`config.mk`:
```
export PLATFORM = sky130hd
export DESIGN_NAME = ppu_lcd_regs
export DESIGN_NICKNAME = d
export VERILOG_FILES = /design/src/rtl/ppu_regs_pkg.sv /design/src/rtl/ppu_oam_dma.sv /design/src/rtl/ppu_lcd_regs.sv
export SDC_FILE = /design/constraint.sdc
export NUM_CORES = 1
export LEC_CHECK = 0
export CORE_ASPECT_RATIO = 1.5
export CORE_UTILIZATION = 52
export CTS_BUF_LIST = sky130_fd_sc_hd__clkbuf_16
export CTS_CLUSTER_DIAMETER = 30
export DETAILED_ROUTE_END_ITERATION = 7
export GPL_ROUTABILITY_DRIVEN = 0
export GPL_TIMING_DRIVEN = 0
export PLACE_DENSITY_LB_ADDON = 0.05
export SLEW_MARGIN = 5
export SYNTH_ARGS = -nofsm -noshare
export SYNTH_HDL_FRONTEND = slang
export SYNTH_SLANG_ARGS = --single-unit
```
`constraint.sdc`:
```
create_clock -name clk -period 2.9 [get_ports clk]
set_input_delay 0.58 -clock clk [delete_from_list [all_inputs] [get_ports clk]]
set_output_delay 0.58 -clock clk [all_outputs]
set_load 0.05 [all_outputs]
```
`src/rtl/ppu_regs_pkg.sv`:
```
// Shared definitions for the LCD register window: register offsets within
// the window, reset values and the PPU mode encoding.
package ppu_regs_pkg;

    // Register offsets relative to the start of the window
    localparam logic [3:0] ADDR_LCDC = 4'h0;
    localparam logic [3:0] ADDR_STAT = 4'h1;
    localparam logic [3:0] ADDR_SCY  = 4'h2;
    localparam logic [3:0] ADDR_SCX  = 4'h3;
    localparam logic [3:0] ADDR_LY   = 4'h4;
    localparam logic [3:0] ADDR_LYC  = 4'h5;
    localparam logic [3:0] ADDR_DMA  = 4'h6;
    localparam logic [3:0] ADDR_BGP  = 4'h7;
    localparam logic [3:0] ADDR_OBP0 = 4'h8;
    localparam logic [3:0] ADDR_OBP1 = 4'h9;
    localparam logic [3:0] ADDR_WY   = 4'hA;
    localparam logic [3:0] ADDR_WX   = 4'hB;

    localparam logic [15:0] WIN_LEN = 16'd12;

    // Power-on register contents
    localparam logic [7:0] LCDC_RST = 8'h91;
    localparam logic [7:0] BGP_RST  = 8'hFC;
    localparam logic [7:0] OBP_RST  = 8'hFF;
    localparam logic [7:0] DMA_RST  = 8'hFF;

    typedef enum logic [1:0] {
        HBLANK = 2'd0,
        VBLANK = 2'd1,
        OAM    = 2'd2,
        XFER   = 2'd3
    } ppu_mode_t;

endpackage

```
`src/rtl/ppu_oam_dma.sv`:
```
// OAM DMA engine: copies DMA_LEN bytes from {page,00}.. into OAM 0..DMA_LEN-1.
// Source reads have one cycle of latency, so each OAM write trails its source
// address by one cycle. A new start restarts the copy from offset 0.
module ppu_oam_dma
    import ppu_regs_pkg::*;
#(
    parameter int DMA_LEN = 160
) (
    input  logic        clk,
    input  logic        rst_n,
    input  logic        start,
    input  logic [7:0]  start_page,
    input  logic [7:0]  dma_din,
    output logic [15:0] dma_src_a,
    output logic [7:0]  oam_dma_a,
    output logic [7:0]  oam_dma_din,
    output logic        oam_dma_wr,
    output logic        dma_active
);

    localparam logic [7:0] LEN8 = 8'(DMA_LEN);

    typedef enum logic {IDLE, RUN} dma_state_t;

    dma_state_t state;
    logic [7:0] k;
    logic [7:0] page;
    logic       wr_p1;
    logic [7:0] oam_a_p1;

    // Source counter and IDLE/RUN sequencing; the OAM write is the delayed copy of the source step
    always_ff @(posedge clk or negedge rst_n) begin
        if (!rst_n) begin
            state    <= IDLE;
            k        <= 8'd0;
            page     <= 8'd0;
            wr_p1    <= 1'b0;
            oam_a_p1 <= 8'd0;
        end else if (start) begin
            // Restart drops any write still pending from the abandoned copy
            state <= RUN;
            k     <= 8'd0;
            page  <= start_page;
            wr_p1 <= 1'b0;
        end else if (state == RUN) begin
            wr_p1    <= (k != LEN8);
            oam_a_p1 <= k;
            if (k == LEN8) begin
                state <= IDLE;
            end else begin
                k <= k + 8'd1;
            end
        end else begin
            wr_p1 <= 1'b0;
        end
    end

    assign dma_active  = (state == RUN);
    assign dma_src_a   = (state == RUN && k != LEN8) ? ({page, 8'h00} + {8'h00, k}) : 16'h0000;
    assign oam_dma_wr  = wr_p1;
    assign oam_dma_a   = wr_p1 ? oam_a_p1 : 8'h00;
    assign oam_dma_din = wr_p1 ? dma_din : 8'h00;

endmodule

```
`src/rtl/ppu_lcd_regs.sv`:
```
// LCD register block (FF40-FF4B by default): holds the PPU control registers,
// answers MMIO reads, and raises VBLANK / STAT interrupt pulses.
// Optional OAM DMA engine on FF46 is built when PPU_OAM_DMA_EN is defined;
// otherwise FF46 is a plain read/write register and the DMA outputs are 0.
module ppu_lcd_regs
    import ppu_regs_pkg::*;
#(
    parameter logic [15:0] BASE_ADDR = 16'hFF40,
    parameter int          DMA_LEN   = 160
) (
    input  logic        clk,
    input  logic        rst_n,
    input  logic [15:0] mmio_a,
    input  logic [7:0]  mmio_din,
    input  logic        mmio_wr,
    input  logic        mmio_rd,
    output logic [7:0]  mmio_dout,
    output logic        mmio_hit,
    input  logic [1:0]  ppu_mode,
    input  logic [7:0]  ppu_ly,
    output logic [7:0]  lcdc,
    output logic [7:0]  scy,
    output logic [7:0]  scx,
    output logic [7:0]  bgp,
    output logic [7:0]  obp0,
    output logic [7:0]  obp1,
    output logic [7:0]  wy,
    output logic [7:0]  wx,
    output logic        ly_reset,
    output logic        irq_vblank,
    output logic        irq_stat,
    output logic [15:0] dma_src_a,
    input  logic [7:0]  dma_din,
    output logic [7:0]  oam_dma_a,
    output logic [7:0]  oam_dma_din,
    output logic        oam_dma_wr,
    output logic        dma_active
);

    logic [15:0] off;
    logic        in_win;
    logic [3:0]  sel;
    logic        wr_hit;
    logic [3:0]  stat_en;      // STAT bits 6:3
    logic [7:0]  lyc;
    logic [7:0]  dma_reg;
    logic        lcd_on;
    ppu_mode_t   mode_eff;
    ppu_mode_t   mode_p1;
    logic        coin_d;
    logic        coin_p1;
    logic        stat_line_d;
    logic        stat_line_p1;
    logic [7:0]  rdata;

    assign off    = mmio_a - BASE_ADDR;
    assign in_win = (mmio_a >= BASE_ADDR) && (off < WIN_LEN);
    assign sel    = off[3:0];
    assign wr_hit = mmio_wr && in_win;
    assign lcd_on = lcdc[7];

    // With the LCD off the core's mode, line compare and interrupts are all masked
    assign mode_eff    = lcd_on ? ppu_mode_t'(ppu_mode) : HBLANK;
    assign coin_d      = lcd_on && (ppu_ly == lyc);
    assign stat_line_d = lcd_on && ((stat_en[3] && coin_d) ||
                                    (stat_en[2] && mode_eff == OAM) ||
                                    (stat_en[1] && mode_eff == VBLANK) ||
                                    (stat_en[0] && mode_eff == HBLANK));

    // Register writes; FF44 has no storage and only pulses ly_reset
    always_ff @(posedge clk or negedge rst_n) begin
        if (!rst_n) begin
            lcdc     <= LCDC_RST;
            stat_en  <= 4'h0;
            scy      <= 8'h00;
            scx      <= 8'h00;
            lyc      <= 8'h00;
            dma_reg  <= DMA_RST;
            bgp      <= BGP_RST;
            obp0     <= OBP_RST;
            obp1     <= OBP_RST;
            wy       <= 8'h00;
            wx       <= 8'h00;
            ly_reset <= 1'b0;
        end else begin
            ly_reset <= wr_hit && (sel == ADDR_LY);
            if (wr_hit) begin
                case (sel)
                    ADDR_LCDC: lcdc    <= mmio_din;
                    ADDR_STAT: stat_en <= mmio_din[6:3];
                    ADDR_SCY:  scy     <= mmio_din;
                    ADDR_SCX:  scx     <= mmio_din;
                    ADDR_LYC:  lyc     <= mmio_din;
                    ADDR_DMA:  dma_reg <= mmio_din;
                    ADDR_BGP:  bgp     <= mmio_din;
                    ADDR_OBP0: obp0    <= mmio_din;
                    ADDR_OBP1: obp1    <= mmio_din;
                    ADDR_WY:   wy      <= mmio_din;
                    ADDR_WX:   wx      <= mmio_din;
                    default:   ;
                endcase
            end
        end
    end

    // Coincidence flag, mode history and edge-detected interrupt pulses
    always_ff @(posedge clk or negedge rst_n) begin
        if (!rst_n) begin
            coin_p1      <= 1'b0;
            mode_p1      <= HBLANK;
            stat_line_p1 <= 1'b0;
            irq_vblank   <= 1'b0;
            irq_stat     <= 1'b0;
        end else begin
            coin_p1      <= coin_d;
            mode_p1      <= mode_eff;
            stat_line_p1 <= stat_line_d;
            irq_vblank   <= lcd_on && (mode_eff == VBLANK) && (mode_p1 != VBLANK);
            irq_stat     <= stat_line_d && !stat_line_p1;
        end
    end

    // Read mux; sees pre-edge register contents so a same-cycle write reads old data
    always_comb begin
        rdata = 8'hFF;
        case (sel)
            ADDR_LCDC: rdata = lcdc;
            ADDR_STAT: rdata = {1'b1, stat_en, coin_p1, mode_eff};
            ADDR_SCY:  rdata = scy;
            ADDR_SCX:  rdata = scx;
            ADDR_LY:   rdata = lcd_on ? ppu_ly : 8'h00;
            ADDR_LYC:  rdata = lyc;
            ADDR_DMA:  rdata = dma_reg;
            ADDR_BGP:  rdata = bgp;
            ADDR_OBP0: rdata = obp0;
            ADDR_OBP1: rdata = obp1;
            ADDR_WY:   rdata = wy;
            ADDR_WX:   rdata = wx;
            default:   rdata = 8'hFF;
        endcase
    end

    // Registered read response; out-of-window reads return FF with no hit
    always_ff @(posedge clk or negedge rst_n) begin
        if (!rst_n) begin
            mmio_dout <= 8'h00;
            mmio_hit  <= 1'b0;
        end else if (mmio_rd) begin
            mmio_hit  <= in_win;
            mmio_dout <= in_win ? rdata : 8'hFF;
        end else begin
            mmio_hit  <= 1'b0;
        end
    end

`ifdef PPU_OAM_DMA_EN
    ppu_oam_dma #(
        .DMA_LEN (DMA_LEN)
    ) u_oam_dma (
        .clk         (clk),
        .rst_n       (rst_n),
        .start       (wr_hit && (sel == ADDR_DMA)),
        .start_page  (mmio_din),
        .dma_din     (dma_din),
        .dma_src_a   (dma_src_a),
        .oam_dma_a   (oam_dma_a),
        .oam_dma_din (oam_dma_din),
        .oam_dma_wr  (oam_dma_wr),
        .dma_active  (dma_active)
    );
`else
    logic unused_dma;
    assign unused_dma  = ^{dma_din, 8'(DMA_LEN)};
    assign dma_src_a   = 16'h0000;
    assign oam_dma_a   = 8'h00;
    assign oam_dma_din = 8'h00;
    assign oam_dma_wr  = 1'b0;
    assign dma_active  = 1'b0;
`endif

endmodule

```
==> impl_metrics.tcl, run 1 <==
set metrics [dict create \
    status "finished, final reports clean" \
    nNetsFinal 648 \
    slew_violations 0 \
    pwr-share-clk 0.401 \
    finalSetupViolCount 0 \
    ys_seq_area_frac 0.454 \
    io_buffers 109 \
    synth_top_cell_by_area "dfrtp_1" \
    required_ns 3.12 \
    dr.pass1.iters 5 \
    coreArea_sq_mm 0.0105 \
    drt_iter0_drc 369 \
    min_period_over_period 0.884 \
    comb_power_share 0.125 \
    synth.top_cell.area_share 0.299 \
    diodes 0 \
    drt-total-wl_mm 16.6 \
    rsz0062_at_grt "no" \
    ys_async_sr_fraction 1.00 \
    grt_max_degree 60 \
    num_vias 4300 \
    worstPathArrival_ns 2.78 \
    start_kind "input port" \
    finalClockSkew_ns 0.00558 \
    drive_gt1_frac 0.369 \
    yosysMostFrequentCell "dfrtp_1" \
    path_max_fanout 10 \
    synth-edff-count 0 \
    cts_hold_buffers 0 \
    cap_violations 0 \
    start_util 0.532 \
    fin_total_pwr_mw 2.95 \
    dieArea_sq_mm 0.0112 \
    p_per_area_mw_per_mm2 403 \
    grt_use_total 0.306 \
    hpwl_mm 11.5 \
    sequentialPowerShare 0.474 \
    numCtsBuffers 9 \
    cts.path.max_buffers 2 \
    root_buffer "clkbuf_16" \
    synthCells 448 \
    grt_pass1_vias 4345 \
    ys.flop_type "dfrtp_1" \
    stdcell_area_sq_mm 0.00731 \
    max_clock_freq_mhz 390 \
    power.switching_mw 0.772 \
    power_leakage_nw 3.17 \
    crit_type "in -> reg" \
    max-vdd-ir-drop_v 0.000313 \
    postRouteAntennaNets 0 \
    grt_first_pass_wirelength_mm 24.9 \
    switching_share 0.262 \
    max_slew_margin 0.557 \
    ys_types 67 \
    rr_worst_depth 4 \
    synthToLayoutAreaGrowth_pct 30.4 \
    postPlaceCellArea_sq_mm 0.00703 \
    ios 156 \
    grt_antenna_before_repair 0 \
    rows 46 \
    clk_latency_ns 0.35 \
    path_clk_slew_ns 0.07 \
    dp_slack_ns 0.0469 \
    cts_sinks 100 \
    cts_tree "built" \
    drc 0 \
    post-cts-setup-buffers 0 \
    chipHeight_um 129 \
    hold_path.class "in -> async" \
    yosys-top-cells-area "dfrtp_1 30%, dfstp_2 15%, mux2_2 13%" \
    yosysWarnings 0 \
    critPathCaptureType "flip-flop" \
    vias_per_cell 5.73 \
    synth_common_cells "67 x dfrtp_1, 66 x mux2_2, 38 x buf_4, 33 x dfstp_2, 24 x mux2_4" \
    p_int_mw 2.17 \
    tightest_slew_ns 0.661 \
    ctsResizeCount 0 \
    die_w_um 86.8 \
    overflow 0 \
    fillers 835 \
    clock_tree.htree_level_count 3 \
    syn_area_per_cell_sq_um 12.5 \
    synth-seq-cells 100 \
    wire_per_inst_um 22.2 \
    finish.utilization 0.694 \
    fin_crit_ns 2.56 \
    hold_viol 0 \
    synth_area_sq_mm 0.00561 \
    fin_ws_ns 0.336 \
]
-- layer usage --
layer	up-vias	GRT usage	share of wire
met3	51	0.0554	0.068
met5	-	0	0
met4	0	0.194	0.050
li1	1885	-	-
met1	2130	0.373	0.39
met2	234	0.500	0.49
-- power groups by stage --
stage                     clock [mW]  sequential (mW)  combinational [mW]
final                           1.18             1.40               0.367
after global routing            1.25             1.40               0.385
after CTS                       1.19             1.40               0.361
after detailed placement           0             1.42               0.360
after global placement             0             1.42               0.353
after floorplan                    0             1.42               0.224
-- cell usage in the layout (no fill, tap or decap), drive strengths merged, types with 5 or more instances in the layout --
master	n
and4	10
and3	7
a22o	6
a21boi	5
inv	7
nand3b	8
mux2i	8
buf	61
nor2	13
clkdlybuf4s50	108
dfstp	33
a2111oi	6
conb	34
dfrtp	67
a21oi	8
a32o	5
xnor2	8
nand2	6
mux2	90
clkbuf	20
nand3	11
nand2b	7
nor2b	6
o21ai	6
-- critical path: stages --
cell and delay (ns):
clkdlybuf4s50_1 0.64, buf_2 0.31, buf_2 0.31, mux2i_1 0.29, o2bb2ai_1 0.10, a2111oi_0 0.39
a31oi_1 0.14
-- kinds of logic (layout without fill, tap and decap cells) --
group / after synthesis / count (layout) / synth area share
AOI/OAI and AO/OA: 62 / 62 / 0.0888
buffers and inverters: 80 / 206 / 0.104
and+or+nand+nor: 98 / 98 / 0.125
DFF: 100 / 100 / 0.454
muxes: 99 / 99 / 0.215
xor gates and xnor gates: 8 / 8 / 0.0125
other: 1 / 34 / 0.000669
-- path summary, 6_finish.rpt --
check | from | endpoint | slack, ns
max | mmio_a[2] | mmio_dout[1] | 0.34
min | rst_n | mmio_hit | 0.23
max reg2reg | lcdc[7] | stat_line_p1 | 1.21
min reg2reg | mode_p1[1] | irq_vblank | 0.50
max in group asynchronous | rst_n | obp0[5] | 1.93
min in group clk | mode_p1[1] | irq_vblank | 0.50
-- through the flow --
stage | setup TNS, ns | cells | hold WS (ns)
5_1_grt | 0 | 751 | 0.274
3_3_place_gp | -201.22 | 734 | 0.474
4_1_cts | 0 | 751 | 0.242
3_5_place_dp | 0 | 735 | 0.485
2_1_floorplan | 0 | 481 | 0.284
6_report | 0 | 751 | 0.233
-- cell type report --
| type | instances | area, sq um | area share |
|---|---|---|---|
| Clock inverter | 7 | 60.1 | 0.00821 |
| Clock buffer | 9 | 225 | 0.0308 |
| Timing Repair Buffer | 110 | 1120 | 0.153 |
| Tap cell | 144 | 180 | 0.0246 |
| Sequential cell | 100 | 2540 | 0.348 |
| Multi-Input combinational cell | 301 | 2600 | 0.356 |
| Buffer | 75 | 563 | 0.0770 |
| Inverter | 5 | 18.8 | 0.00257 |
(Power assumes the default switching activity.)
==> run 2, diff against run 1 <==
- SLEW_MARGIN: 5 -> unset
==> results of run 2 <==
No change in the layout: final DEF, timing and power equal those of run 1.
